$ cat config.mk
export PLATFORM = sky130hd
export DESIGN_NAME = program_loader
export DESIGN_NICKNAME = d
export VERILOG_FILES = /design/src/rtl/program_loader.sv
export SDC_FILE = /design/constraint.sdc
export NUM_CORES = 1
export LEC_CHECK = 0
export ABC_AREA = 0
export ABC_CLOCK_PERIOD_IN_PS = 2400
export BUFFER_PORTS_ARGS = -buffer_cell sky130_fd_sc_hd__buf_2
export CAP_MARGIN = 20
export CORE_MARGIN = 3
export CORE_UTILIZATION = 35
export DETAILED_ROUTE_END_ITERATION = 8
export PLACE_DENSITY = 0.59
export SYNTH_ARGS = -nofsm -noshare
export SYNTH_HDL_FRONTEND = slang
export SYNTH_SLANG_ARGS = --single-unit
$ cat constraint.sdc
create_clock -name clk -period 2.4 [get_ports clk]
set_input_delay 0.12 -clock clk [delete_from_list [all_inputs] [get_ports clk]]
set_output_delay 0.12 -clock clk [all_outputs]
set_load 0.05 [all_outputs]
$ cat src/rtl/program_loader.sv
// rtl/program_loader.sv - framed byte-stream loader that fills instruction memory and gates CPU reset
//
// Purpose:
//   Receives a program image as a byte stream and writes it into the instruction store.
//   The frame is: N (2 bytes, big-endian), N records of 4 bytes each
//   (opcode hi/lo, operand hi/lo), and one checksum byte. The checksum is the XOR of
//   every earlier frame byte. The processor is held in reset until a frame with a good
//   checksum has been fully written.
//
// Ports:
//   clk          - system clock; all state changes on the rising edge
//   reset        - asynchronous, active-high reset
//   in_data      - image byte; used only when in_valid && in_ready
//   in_valid     - in_data is valid
//   in_ready     - loader can accept a byte this cycle (a decode of the state)
//   reload       - single-cycle pulse; restarts loading from DONE or ERROR
//   imem_we      - instruction memory write strobe (high only in the WRITE cycle)
//   imem_addr    - write address / slot counter
//   imem_opcode  - opcode for the current slot
//   imem_operand - operand for the current slot
//   cpu_hold     - high keeps the processor in reset
//   loaded       - image loaded and checksum good
//   error        - sticky: length too large or checksum mismatch
//   word_count   - instruction count N taken from the frame header

module program_loader #(
  parameter int DATA_WIDTH = 16,
  parameter int ADDR_WIDTH = 8,
  parameter int DEPTH      = 256
) (
  input  logic                  clk,
  input  logic                  reset,
  input  logic [7:0]            in_data,
  input  logic                  in_valid,
  output logic                  in_ready,
  input  logic                  reload,
  output logic                  imem_we,
  output logic [ADDR_WIDTH-1:0] imem_addr,
  output logic [DATA_WIDTH-1:0] imem_opcode,
  output logic [DATA_WIDTH-1:0] imem_operand,
  output logic                  cpu_hold,
  output logic                  loaded,
  output logic                  error,
  output logic [15:0]           word_count
);

  localparam logic [31:0] LP_DEPTH = 32'(DEPTH);

  typedef enum logic [3:0] {
    S_HDR_HI = 4'd0,
    S_HDR_LO = 4'd1,
    S_OPC_HI = 4'd2,
    S_OPC_LO = 4'd3,
    S_OPR_HI = 4'd4,
    S_OPR_LO = 4'd5,
    S_WRITE  = 4'd6,
    S_CSUM   = 4'd7,
    S_DONE   = 4'd8,
    S_ERROR  = 4'd9
  } state_t;

  state_t      r_state;
  state_t      w_next_state;
  logic [7:0]  r_xor;
  logic        w_accept;
  logic        w_restart;
  logic [15:0] w_hdr_n;
  logic [31:0] w_addr_inc;

  // Full header count as seen in the HDR_LO cycle: high byte already latched,
  // low byte still on the input.
  assign w_hdr_n    = {word_count[15:8], in_data};
  assign w_addr_inc = 32'(imem_addr) + 32'd1;

  // ---------------------------------------------------------------------------
  // State register
  // ---------------------------------------------------------------------------
  always_ff @(posedge clk or posedge reset) begin
    if (reset) begin
      r_state <= S_HDR_HI;
    end else begin
      r_state <= w_next_state;
    end
  end

  // ---------------------------------------------------------------------------
  // Next-state logic
  // ---------------------------------------------------------------------------
  always_comb begin
    w_next_state = r_state;
    case (r_state)
      S_HDR_HI: if (w_accept) w_next_state = S_HDR_LO;
      S_HDR_LO: begin
        if (w_accept) begin
          if (32'(w_hdr_n) > LP_DEPTH) begin
            w_next_state = S_ERROR;
          end else if (w_hdr_n == 16'd0) begin
            w_next_state = S_CSUM;
          end else begin
            w_next_state = S_OPC_HI;
          end
        end
      end
      S_OPC_HI: if (w_accept) w_next_state = S_OPC_LO;
      S_OPC_LO: if (w_accept) w_next_state = S_OPR_HI;
      S_OPR_HI: if (w_accept) w_next_state = S_OPR_LO;
      S_OPR_LO: if (w_accept) w_next_state = S_WRITE;
      S_WRITE: begin
        // Compare the post-increment address against N; it is one bit wider than
        // imem_addr can hold when N == 2**ADDR_WIDTH.
        if (w_addr_inc == 32'(word_count)) begin
          w_next_state = S_CSUM;
        end else begin
          w_next_state = S_OPC_HI;
        end
      end
      S_CSUM: begin
        if (w_accept) begin
          w_next_state = (in_data == r_xor) ? S_DONE : S_ERROR;
        end
      end
      S_DONE:  if (reload) w_next_state = S_HDR_HI;
      S_ERROR: if (reload) w_next_state = S_HDR_HI;
      default: w_next_state = S_HDR_HI;
    endcase
  end

  // ---------------------------------------------------------------------------
  // Output decode
  // ---------------------------------------------------------------------------
  always_comb begin
    in_ready = 1'b0;
    case (r_state)
      S_HDR_HI, S_HDR_LO, S_OPC_HI, S_OPC_LO,
      S_OPR_HI, S_OPR_LO, S_CSUM: in_ready = 1'b1;
      default:                    in_ready = 1'b0;
    endcase
  end

  assign w_accept  = in_valid && in_ready;
  assign w_restart = reload && ((r_state == S_DONE) || (r_state == S_ERROR));

  // ---------------------------------------------------------------------------
  // Datapath and registered outputs
  // ---------------------------------------------------------------------------
  always_ff @(posedge clk or posedge reset) begin
    if (reset) begin
      r_xor        <= 8'd0;
      imem_we      <= 1'b0;
      imem_addr    <= '0;
      imem_opcode  <= '0;
      imem_operand <= '0;
      word_count   <= 16'd0;
      cpu_hold     <= 1'b1;
      loaded       <= 1'b0;
      error        <= 1'b0;
    end else begin
      // Status flags follow the state being entered so they are valid in the
      // same cycle the FSM sits in WRITE / DONE / ERROR.
      imem_we  <= (w_next_state == S_WRITE);
      cpu_hold <= (w_next_state != S_DONE);
      loaded   <= (w_next_state == S_DONE);
      error    <= (w_next_state == S_ERROR);

      // The checksum byte itself is never folded into the running XOR.
      if (w_accept && (r_state != S_CSUM)) begin
        r_xor <= r_xor ^ in_data;
      end

      case (r_state)
        S_HDR_HI: if (w_accept) word_count[15:8] <= in_data;
        S_HDR_LO: if (w_accept) word_count[7:0]  <= in_data;
        S_OPC_HI, S_OPC_LO: begin
          if (w_accept) imem_opcode <= {imem_opcode[DATA_WIDTH-9:0], in_data};
        end
        S_OPR_HI, S_OPR_LO: begin
          if (w_accept) imem_operand <= {imem_operand[DATA_WIDTH-9:0], in_data};
        end
        S_WRITE: imem_addr <= imem_addr + ADDR_WIDTH'(1);
        S_DONE, S_ERROR: begin
          if (w_restart) begin
            imem_addr <= '0;
            r_xor     <= 8'd0;
          end
        end
        default: ;
      endcase
    end
  end

endmodule

==> impl_metrics.env, run 1 <==
export IMPL_finalCritPeriodShare_pct=84.6
export IMPL_final_cell_area_mm2=0.00415
export IMPL_crit_path_cell_trace="ha_1 -> a21o_1 -> a311oi_1 -> a31oi_1 -> a2111oi_4 -> o21bai_1"
export IMPL_routabilityCongestion=0.844
export IMPL_whs_path_depth=2
export IMPL_worstHoldEndpoint="word_count[9]"
export IMPL_synth_seq_area_share_pct=52.9
export IMPL_path_clk_slew_ps=90
export IMPL_vias=2472
export IMPL_grt_pass1_wl_um=13600
export IMPL_placed_area_mm2=0.00393
export IMPL_track_usage_pct=15.4
export IMPL_worst_ep_arrival_time_ps=2300
export IMPL_fin_nets=382
export IMPL_syn_avg_cell_area_um2=11.8
export IMPL_synth_area_mm2=0.00341
export IMPL_synth_edf_count=0
export IMPL_ios=73
export IMPL_synth_fp_nets=302
export IMPL_fmax_mhz=492
export IMPL_syn_inst=289
export IMPL_row_count=35
export IMPL_cap_violations=0
export IMPL_p_per_area_mw_per_mm2=1260
export IMPL_rr_worst_depth=6
export IMPL_finalSetupTns_ps=0
export IMPL_cts_root_buffer="clkbuf_8"
export IMPL_clock_sinks=72
export IMPL_cts_max_level=3
export IMPL_outcome="completed"
export IMPL_synth_cell_types=53
export IMPL_clk_path_buf_depth=2
export IMPL_dpl_hpwl_um=5660
export IMPL_routed_via_density=4.91
export IMPL_r2r_start="imem_addr[0]"
export IMPL_avgRoutedWirePerCell_um=15.9
export IMPL_stdcell_count=503
export IMPL_slowest_delay_ps=480
export IMPL_wl_um=7990
export IMPL_path_class="flop to flop"
export IMPL_drt_iter0_markers=106
export IMPL_cts_tree="yes"
export IMPL_drive_above_1_share_pct=31.6
export IMPL_fin_crit_ps=2030
export IMPL_ys_ff_latch=72
export IMPL_initial_core_util_pct=36.4
export IMPL_r2r_end="r_state[2]"
export IMPL_dieArea_mm2=0.0110
export IMPL_place_inst=486
export IMPL_drcViolationCount=0
export IMPL_hold_viol_final=0
export IMPL_fillers=921
export IMPL_synthArstFlopShare_pct=100
export IMPL_crit_path_max_fanout=10
export IMPL_area_growth_pct=21.5
export IMPL_finalSetupViolations=0
export IMPL_holdCritStartpoint="in_data[1]"
export IMPL_critical_path_slowest_cell="dfrtp_1"
export IMPL_grt_ovfl_total=0
export IMPL_diodes=0
export IMPL_insertion_delay_ps=350
export IMPL_final_core_util_pct=44.2
export IMPL_yosysWarnings=0
export IMPL_holdCritPathClass="input port to flop"
export IMPL_cp_start_kind="flop"
export IMPL_dieWidth_um=105
export IMPL_required_ps=2670
export IMPL_rsz0062_at_grt="false"
export IMPL_synth_main_ff_cell="dfrtp_1"
export IMPL_core_mm2=0.00937
export IMPL_worst_slew_margin_rel_pct=56.1
export IMPL_path_buf_inv=0
export IMPL_drv_slew=0
export IMPL_grt_pass1_vias=2586
export IMPL_worst_r2r_setup_slack_ps=370
export IMPL_cts_made_buffers=9
export IMPL_crit_family="compound AO/OA/AOI/OAI gates"
export IMPL_whs_ps=115
export IMPL_finClkSkew_ps=8.39
export IMPL_fp_dieH_um=105
export IMPL_postCtsSetupRepairBufs=0
export IMPL_ant_nets=0
export IMPL_drt_pass1_iter_count=4
export IMPL_power_leakage_nw=2.03
export IMPL_ir_drop_mv=0.694
export IMPL_port_buffers=72
export IMPL_tightestPinTransition_ps=654
export IMPL_cp_end_kind="flop"
export IMPL_grt_max_degree=42
export IMPL_antenna_found_initial=0
-- power by group --
group,leakage (nW),internal [W],switching [W]
Sequential,0.938,0.00159,0.000340
Clock,0.0989,0.000512,0.000492
Combinational,0.997,0.000659,0.00162
-- kinds of logic after synthesis --
| family | after synthesis | share of synthesized area, % |
|---|---|---|
| simple gates | 85 | 13.4 |
| flops | 72 | 52.9 |
| mux | 48 | 15.8 |
| compound gates | 39 | 8.22 |
| xor+xnor | 25 | 6.42 |
| buf+inv | 18 | 2.60 |
| fa+ha+maj | 2 | 0.660 |
-- cell type report --
cell class | count | area, µm² | share of cell area (%)
clock inverter | 6 | 67.6 | 1.63
sequential | 72 | 1800 | 43.5
tap | 129 | 161 | 3.89
inverter | 5 | 18.8 | 0.453
timing repair buffer | 82 | 438 | 10.6
clock buffer | 10 | 138 | 3.32
multi-input combinational | 199 | 1520 | 36.6
-- state kept, by name (all words and copies together), names as in the netlist, 4 cells and up --
signal / flops
imem_opcode: 16
r_state: 4
imem_addr: 8
r_xor: 8
imem_operand: 16
word_count: 16
-- cells in the mapped netlist, drive strengths merged, types with 5 or more instances --
cell type	n	area share, %
a21oi	5	0.73
mux2	48	16
buf	10	1.7
xnor2	12	3.1
nor2	22	2.4
nand2	26	2.9
o21ai	11	1.6
xor2	13	3.3
inv	5	0.55
dfrtp	71	52
nand2b	5	0.99
-- how the worst max path moves through the flow --
stage / depth (start not counted) / end / slack [ps] / startpoint
final: 6 / r_state[2] / 370 / imem_addr[0]
after global routing: 6 / r_state[2] / 270 / imem_addr[0]
after CTS: 6 / r_state[2] / 370 / imem_addr[0]
after detailed placement: 6 / r_state[2] / 400 / imem_addr[0]
after global placement: 6 / r_state[2] / 500 / imem_addr[0]
after floorplan: 7 / r_state[2] / 250 / imem_addr[1]
-- metal layers --
| metal | vias to the layer above | GRT usage [%] | wire length, µm |
|---|---|---|---|
| met1 | 1223 | 21.1 | 3890 |
| met3 | 4 | 4.01 | 372 |
| met2 | 63 | 23.8 | 3670 |
| li1 | 1182 | - | - |
| met5 | - | 0 | 0 |
| met4 | 0 | 5.25 | 55 |
-- layout by cell type, fill, tap and decap left out, types with 2 or more instances in the layout --
| master | netlist | routed |
|---|---|---|
| a21oi_1 | 5 | 5 |
| a31oi_1 | 4 | 4 |
| clkinvlp_4 | 0 | 2 |
| nor4_1 | 3 | 3 |
| and4_1 | 3 | 3 |
| and3_1 | 2 | 2 |
| or3_1 | 3 | 3 |
| o21ai_0 | 3 | 3 |
| and2_1 | 2 | 2 |
| nand2_1 | 26 | 26 |
| nand3_1 | 3 | 3 |
| nand4_1 | 3 | 3 |
| xnor2_1 | 12 | 12 |
| nor2_1 | 22 | 22 |
| nand2b_1 | 4 | 4 |
| buf_2 | 8 | 72 |
| clkbuf_8 | 0 | 10 |
| inv_1 | 5 | 4 |
| o31ai_1 | 3 | 3 |
| nor3_1 | 3 | 3 |
| xor2_1 | 13 | 13 |
| mux2_1 | 36 | 36 |
| buf_4 | 1 | 9 |
| dfrtp_1 | 71 | 71 |
| o41ai_1 | 4 | 4 |
| o21ai_1 | 8 | 8 |
| mux2_2 | 12 | 12 |
-- metrics by stage --
stage,setup WS (ps),total power (W)
finish,369,0.00522
global route,271,0.00552
CTS,372,0.00528
detailed placement,396,0.00425
global placement,496,0.00422
floorplan,253,0.00369
-- what timing repair did --
item                                   4_1_cts  5_1_grt
hold buffers                                 1        0
resized for setup                            0        0
endpoints found under the hold margin       71        0
No activity file was read; power rests on OpenSTA's default activity.
==> inputs of run 2 (changes only) <==
--- a/config.mk
+++ b/config.mk
@@ -6,13 +6,13 @@
 export NUM_CORES = 1
 export LEC_CHECK = 0
 export ABC_AREA = 0
-export ABC_CLOCK_PERIOD_IN_PS = 2400
+export ABC_CLOCK_PERIOD_IN_PS = 1800
 export BUFFER_PORTS_ARGS = -buffer_cell sky130_fd_sc_hd__buf_2
 export CAP_MARGIN = 20
 export CORE_MARGIN = 3
 export CORE_UTILIZATION = 35
 export DETAILED_ROUTE_END_ITERATION = 8
-export PLACE_DENSITY = 0.59
+export PLACE_DENSITY = 0.61
 export SYNTH_ARGS = -nofsm -noshare
 export SYNTH_HDL_FRONTEND = slang
 export SYNTH_SLANG_ARGS = --single-unit
==> constraint.sdc (replaced) <==
create_clock -name clk -period 1.8 [get_ports clk]
set_input_delay 0.09 -clock clk [delete_from_list [all_inputs] [get_ports clk]]
set_output_delay 0.09 -clock clk [all_outputs]
set_load 0.05 [all_outputs]
==> impl_metrics.env, run 2 (same netlist as run 1, synthesis figures left out) <==
export IMPL_outcome="completed"
export IMPL_cts_root_buffer="clkbuf_8"
export IMPL_fin_crit_ps=1790
export IMPL_cap_violations=0
export IMPL_critical_path_slowest_cell="or4_4"
export IMPL_track_usage_pct=15.9
export IMPL_grt_pass1_wl_um=13900
export IMPL_worst_slew_margin_rel_pct=61.4
export IMPL_path_class="flop to flop"
export IMPL_row_count=35
export IMPL_holdCritPathClass="input port to flop"
export IMPL_fillers=885
export IMPL_drt_pass1_iter_count=4
export IMPL_drv_slew=0
export IMPL_fin_ws_ps=7.87
export IMPL_port_buffers=72
export IMPL_crit_path_cell_trace="nor4_2 -> nand2_1 -> or4_4 -> a2111oi_4 -> o21bai_1"
export IMPL_clk_path_buf_depth=2
export IMPL_fin_nets=406
export IMPL_final_core_util_pct=47.0
export IMPL_routabilityCongestion=0.855
export IMPL_finalCritPeriodShare_pct=99.6
export IMPL_initial_core_util_pct=36.4
export IMPL_drcViolationCount=0
export IMPL_avgRoutedWirePerCell_um=16.2
export IMPL_required_ps=2060
export IMPL_drt_iter0_markers=81
export IMPL_finalSetupViolations=0
export IMPL_area_growth_pct=29.1
export IMPL_clock_sinks=72
export IMPL_final_cell_mix="buf_2, dfrtp_1, mux2_1, buf_4, nand2_1"
export IMPL_layout_commonest_cell="buf_2"
export IMPL_place_inst=509
export IMPL_ir_drop_mv=0.949
export IMPL_worst_ep_arrival_time_ps=2050
export IMPL_placed_area_mm2=0.00419
export IMPL_wl_um=8520
export IMPL_path_clk_slew_ps=80
export IMPL_routed_via_density=4.95
export IMPL_fmax_mhz=558
export IMPL_cts_made_buffers=9
export IMPL_fp_dieH_um=105
export IMPL_cts_tree="yes"
export IMPL_core_mm2=0.00937
export IMPL_insertion_delay_ps=350
export IMPL_grt_pass1_vias=2652
export IMPL_grt_ovfl_total=0
export IMPL_rsz0062_at_grt="true"
export IMPL_crit_path_max_fanout=2
export IMPL_diodes=0
export IMPL_vias=2610
export IMPL_dpl_hpwl_um=6190
export IMPL_dp_slack_ps=-17.9
export IMPL_cp_end_kind="flop"
export IMPL_hold_viol_final=0
export IMPL_power_leakage_nw=2.14
export IMPL_slowest_delay_ps=540
export IMPL_final_cell_area_mm2=0.00440
export IMPL_ant_nets=0
export IMPL_dieWidth_um=105
export IMPL_drive_above_1_share_pct=38.7
export IMPL_cp_start_kind="flop"
export IMPL_reg_top3="imem_opcode: 16 flops, imem_operand: 16 flops, word_count: 16 flops"
export IMPL_path_buf_inv=0
export IMPL_p_per_area_mw_per_mm2=1590
export IMPL_finClkSkew_ps=15.8
export IMPL_dieArea_mm2=0.0110
export IMPL_tightestPinTransition_ps=577
export IMPL_finalPower_w=0.00699
export IMPL_crit_family="simple AND/OR/NAND/NOR gates"
export IMPL_grt_max_degree=35
export IMPL_stdcell_count=527
export IMPL_ios=73
export IMPL_antenna_found_initial=0
export IMPL_cts_max_level=3
run 2: path summary, 6_finish.rpt:
| kind | start | to | slack, ps | cells past startpoint |
|---|---|---|---|---|
| worst max-delay path | word_count[12] | r_state[2] | 8 | 5 |
| worst min-delay path | in_data[1] | word_count[1] | 110 | 2 |
| worst max register to register | word_count[12] | r_state[2] | 8 | 5 |
| worst min register to register | imem_operand[15] | imem_operand[15] | 480 | 1 |
| max in group asynchronous | reset | cpu_hold | 830 | 4 |
| min in group asynchronous | reset | imem_opcode[6] | 310 | 3 |
run 2: metal layers:
layer,vias to the layer above,routed length [µm],track usage [%]
met4,0,146,6.56
met2,79,3860,24.4
li1,1237,-,-
met3,13,537,5.00
met1,1281,3970,20.8
met5,-,0,0
run 2: worst register-to-register path, cell delays in order, from the launching register on:
cell,delay [ps]
dfrtp_2,410
nor4_2,270
nand2_1,130
or4_4,540
a2111oi_4,210
o21bai_1,150
run 2: power breakdown:
part	switching [W]	internal [W]
combinational	0.00225	0.000992
clock	0.000630	0.000540
sequential	0.000453	0.00213
run 2: cell type report:
class	count	area (µm²)	area share, %
repair buffers	106	668	15.2
well taps	129	161	3.67
inverters	5	22.5	0.512
multi-input cells	199	1560	35.4
flip-flops and latches	72	1810	41.2
clock inverters	6	42.5	0.966
clock buffers	10	138	3.13
run 2: through the flow:
step / hold WS, ps / setup TNS [ps]
3_3_place_gp: 128 / 0
3_5_place_dp: 130 / -17.9
6_report: 111 / 0
5_1_grt: 105 / -176
4_1_cts: 85.2 / -7.81
2_1_floorplan: 222 / -351
run 2: what timing repair did:
action	CTS	global route
hold endpoints to repair	18	0
setup endpoints to repair	4	5
resized for setup	1	2
setup buffers	1	0
pin swaps	2	2
hold buffers	1	0
==> inputs of run 3 (changes only) <==
--- a/config.mk
+++ b/config.mk
@@ -6,7 +6,6 @@
 export NUM_CORES = 1
 export LEC_CHECK = 0
 export ABC_AREA = 0
-export ABC_CLOCK_PERIOD_IN_PS = 1800
 export BUFFER_PORTS_ARGS = -buffer_cell sky130_fd_sc_hd__buf_2
 export CAP_MARGIN = 20
 export CORE_MARGIN = 3
==> constraint.sdc (replaced) <==
create_clock -name clk -period 1.6 [get_ports clk]
set_input_delay 0.08 -clock clk [delete_from_list [all_inputs] [get_ports clk]]
set_output_delay 0.08 -clock clk [all_outputs]
set_load 0.05 [all_outputs]
==> impl_metrics.env, run 3 (same netlist as run 1, synthesis figures left out) <==
export IMPL_violations="setup timing"
export IMPL_fp_dieH_um=105
export IMPL_drv_slew=0
export IMPL_path_class="flop to flop"
export IMPL_drt_iter0_markers=102
export IMPL_dieWidth_um=105
export IMPL_dieArea_mm2=0.0110
export IMPL_antenna_found_initial=0
export IMPL_finalSetupViolations=20
export IMPL_multi_input_area_mm2=0.00163
export IMPL_worst_ep_arrival_time_ps=2070
export IMPL_dpl_hpwl_um=6090
export IMPL_worstHoldEndpoint="imem_opcode[4]"
export IMPL_r2r_start="word_count[11]"
export IMPL_dp_slack_ps=-177
export IMPL_tightestPinTransition_ps=362
export IMPL_cts_tree="yes"
export IMPL_seqCellArea_mm2=0.00182
export IMPL_p_per_area_mw_per_mm2=1790
export IMPL_vias=2753
export IMPL_fin_crit_ps=1790
export IMPL_worst_r2r_setup_slack_ps=-190
export IMPL_final_cell_mix="buf_2, dfrtp_1, buf_4, nand2_1, mux2_1"
export IMPL_power_leakage_nw=2.35
export IMPL_cts_root_buffer="clkbuf_8"
export IMPL_cts_made_buffers=9
export IMPL_ios=73
export IMPL_routed_via_density=4.93
export IMPL_drt_pass1_iter_count=4
export IMPL_fin_nets=437
export IMPL_grt_max_degree=73
export IMPL_drive_above_1_share_pct=47.3
export IMPL_whs_path_depth=3
export IMPL_cap_violations=0
export IMPL_layout_commonest_cell="buf_2"
export IMPL_track_usage_pct=16.8
export IMPL_fillers=886
export IMPL_clock_sinks=72
export IMPL_ant_nets=0
export IMPL_required_ps=1880
export IMPL_r2r_end="r_state[2]"
export IMPL_insertion_delay_ps=350
export IMPL_grt_pass1_vias=2820
export IMPL_reg_top3="imem_opcode: 16 flops, imem_operand: 16 flops, word_count: 16 flops"
export IMPL_worst_slew_margin_rel_pct=75.5
export IMPL_core_mm2=0.00937
export IMPL_place_inst=534
export IMPL_holdCritPathClass="input port to flop"
export IMPL_crit_path_max_fanout=2
export IMPL_hold_viol_final=0
export IMPL_area_growth_pct=41.7
export IMPL_finalCritPeriodShare_pct=112
export IMPL_grt_ovfl_total=0
export IMPL_holdCritStartpoint="in_data[4]"
export IMPL_routabilityCongestion=0.839
export IMPL_cp_end_kind="flop"
export IMPL_avgRoutedWirePerCell_um=15.9
export IMPL_diodes=0
export IMPL_finClkSkew_ps=11.7
export IMPL_initial_core_util_pct=36.4
export IMPL_whs_ps=126
export IMPL_stdcell_count=558
export IMPL_ir_drop_mv=1.17
export IMPL_cts_max_level=3
export IMPL_outcome="finished with violations"
export IMPL_wl_um=8890
export IMPL_drcViolationCount=0
export IMPL_grt_pass1_wl_um=14700
export IMPL_clk_path_buf_depth=2
export IMPL_row_count=35
export IMPL_rsz0062_at_grt="true"
export IMPL_fin_ws_ps=-194
export IMPL_cp_start_kind="flop"
export IMPL_port_buffers=72
export IMPL_fmax_mhz=557
export IMPL_rr_worst_depth=5
export IMPL_path_clk_slew_ps=90
[run 3: where the power goes]
group          internal, W  total, W  leakage, nW  switching (W)
combinational      0.00138   0.00397         1.30        0.00259
sequential         0.00240   0.00288        0.924       0.000476
clock              0.00105   0.00181        0.122       0.000758
[run 3: cell type report]
cell class / count / share of cell area (%)
Sequential cell: 72 / 37.6
Multi-Input combinational cell: 199 / 33.8
Timing Repair Buffer: 137 / 19.7
Tap cell: 129 / 3.34
Clock inverter: 7 / 2.62
Clock buffer: 9 / 2.56
Inverter: 5 / 0.466
[run 3: per-layer routing]
metal  global-route usage (%)  vias up  wire, µm
met5                        0        -         0
met4                     3.94        0        79
met3                     4.39       10       444
met2                     26.5       84      4030
met1                     23.3     1367      4330
li1                         -     1292         -
[run 3: per-stage QoR]
step	utilization, %	TNS (ps)	total power, W	instance area (µm²)
after floorplan	-	-976	0.00563	3520
after global placement	47.1	-339	0.00676	4410
after detailed placement	47.1	-595	0.00681	4410
after CTS	50.3	-866	0.00871	4710
after global routing	51.6	-2960	0.00912	4830
final	51.6	-1310	0.00866	4830
[run 3: worst max-delay path by stage]
stage | start | endpoint | cells after the start
3_3_place_gp | word_count[14] | r_state[2] | 5
3_5_place_dp | imem_addr[1] | r_state[2] | 6
2_1_floorplan | imem_addr[1] | r_state[2] | 7
5_1_grt | word_count[11] | r_state[0] | 5
4_1_cts | word_count[11] | r_state[0] | 5
6_report | word_count[11] | r_state[2] | 5
[run 3: repair_timing]
item,in CTS,in global routing
setup buffers,2,2
pin swaps,2,3
hold buffers,1,0
endpoints found under the hold margin,71,0
gates resized for setup,5,7
setup endpoints to repair,21,31
cloned,0,3
[run 3: critical path, stage by stage (launching register included)]
cell and delay, ps:
dfrtp_2 420, nor4_2 260, nand2_1 130, or4_4 540, a2111oi_4 220, o21bai_1 160
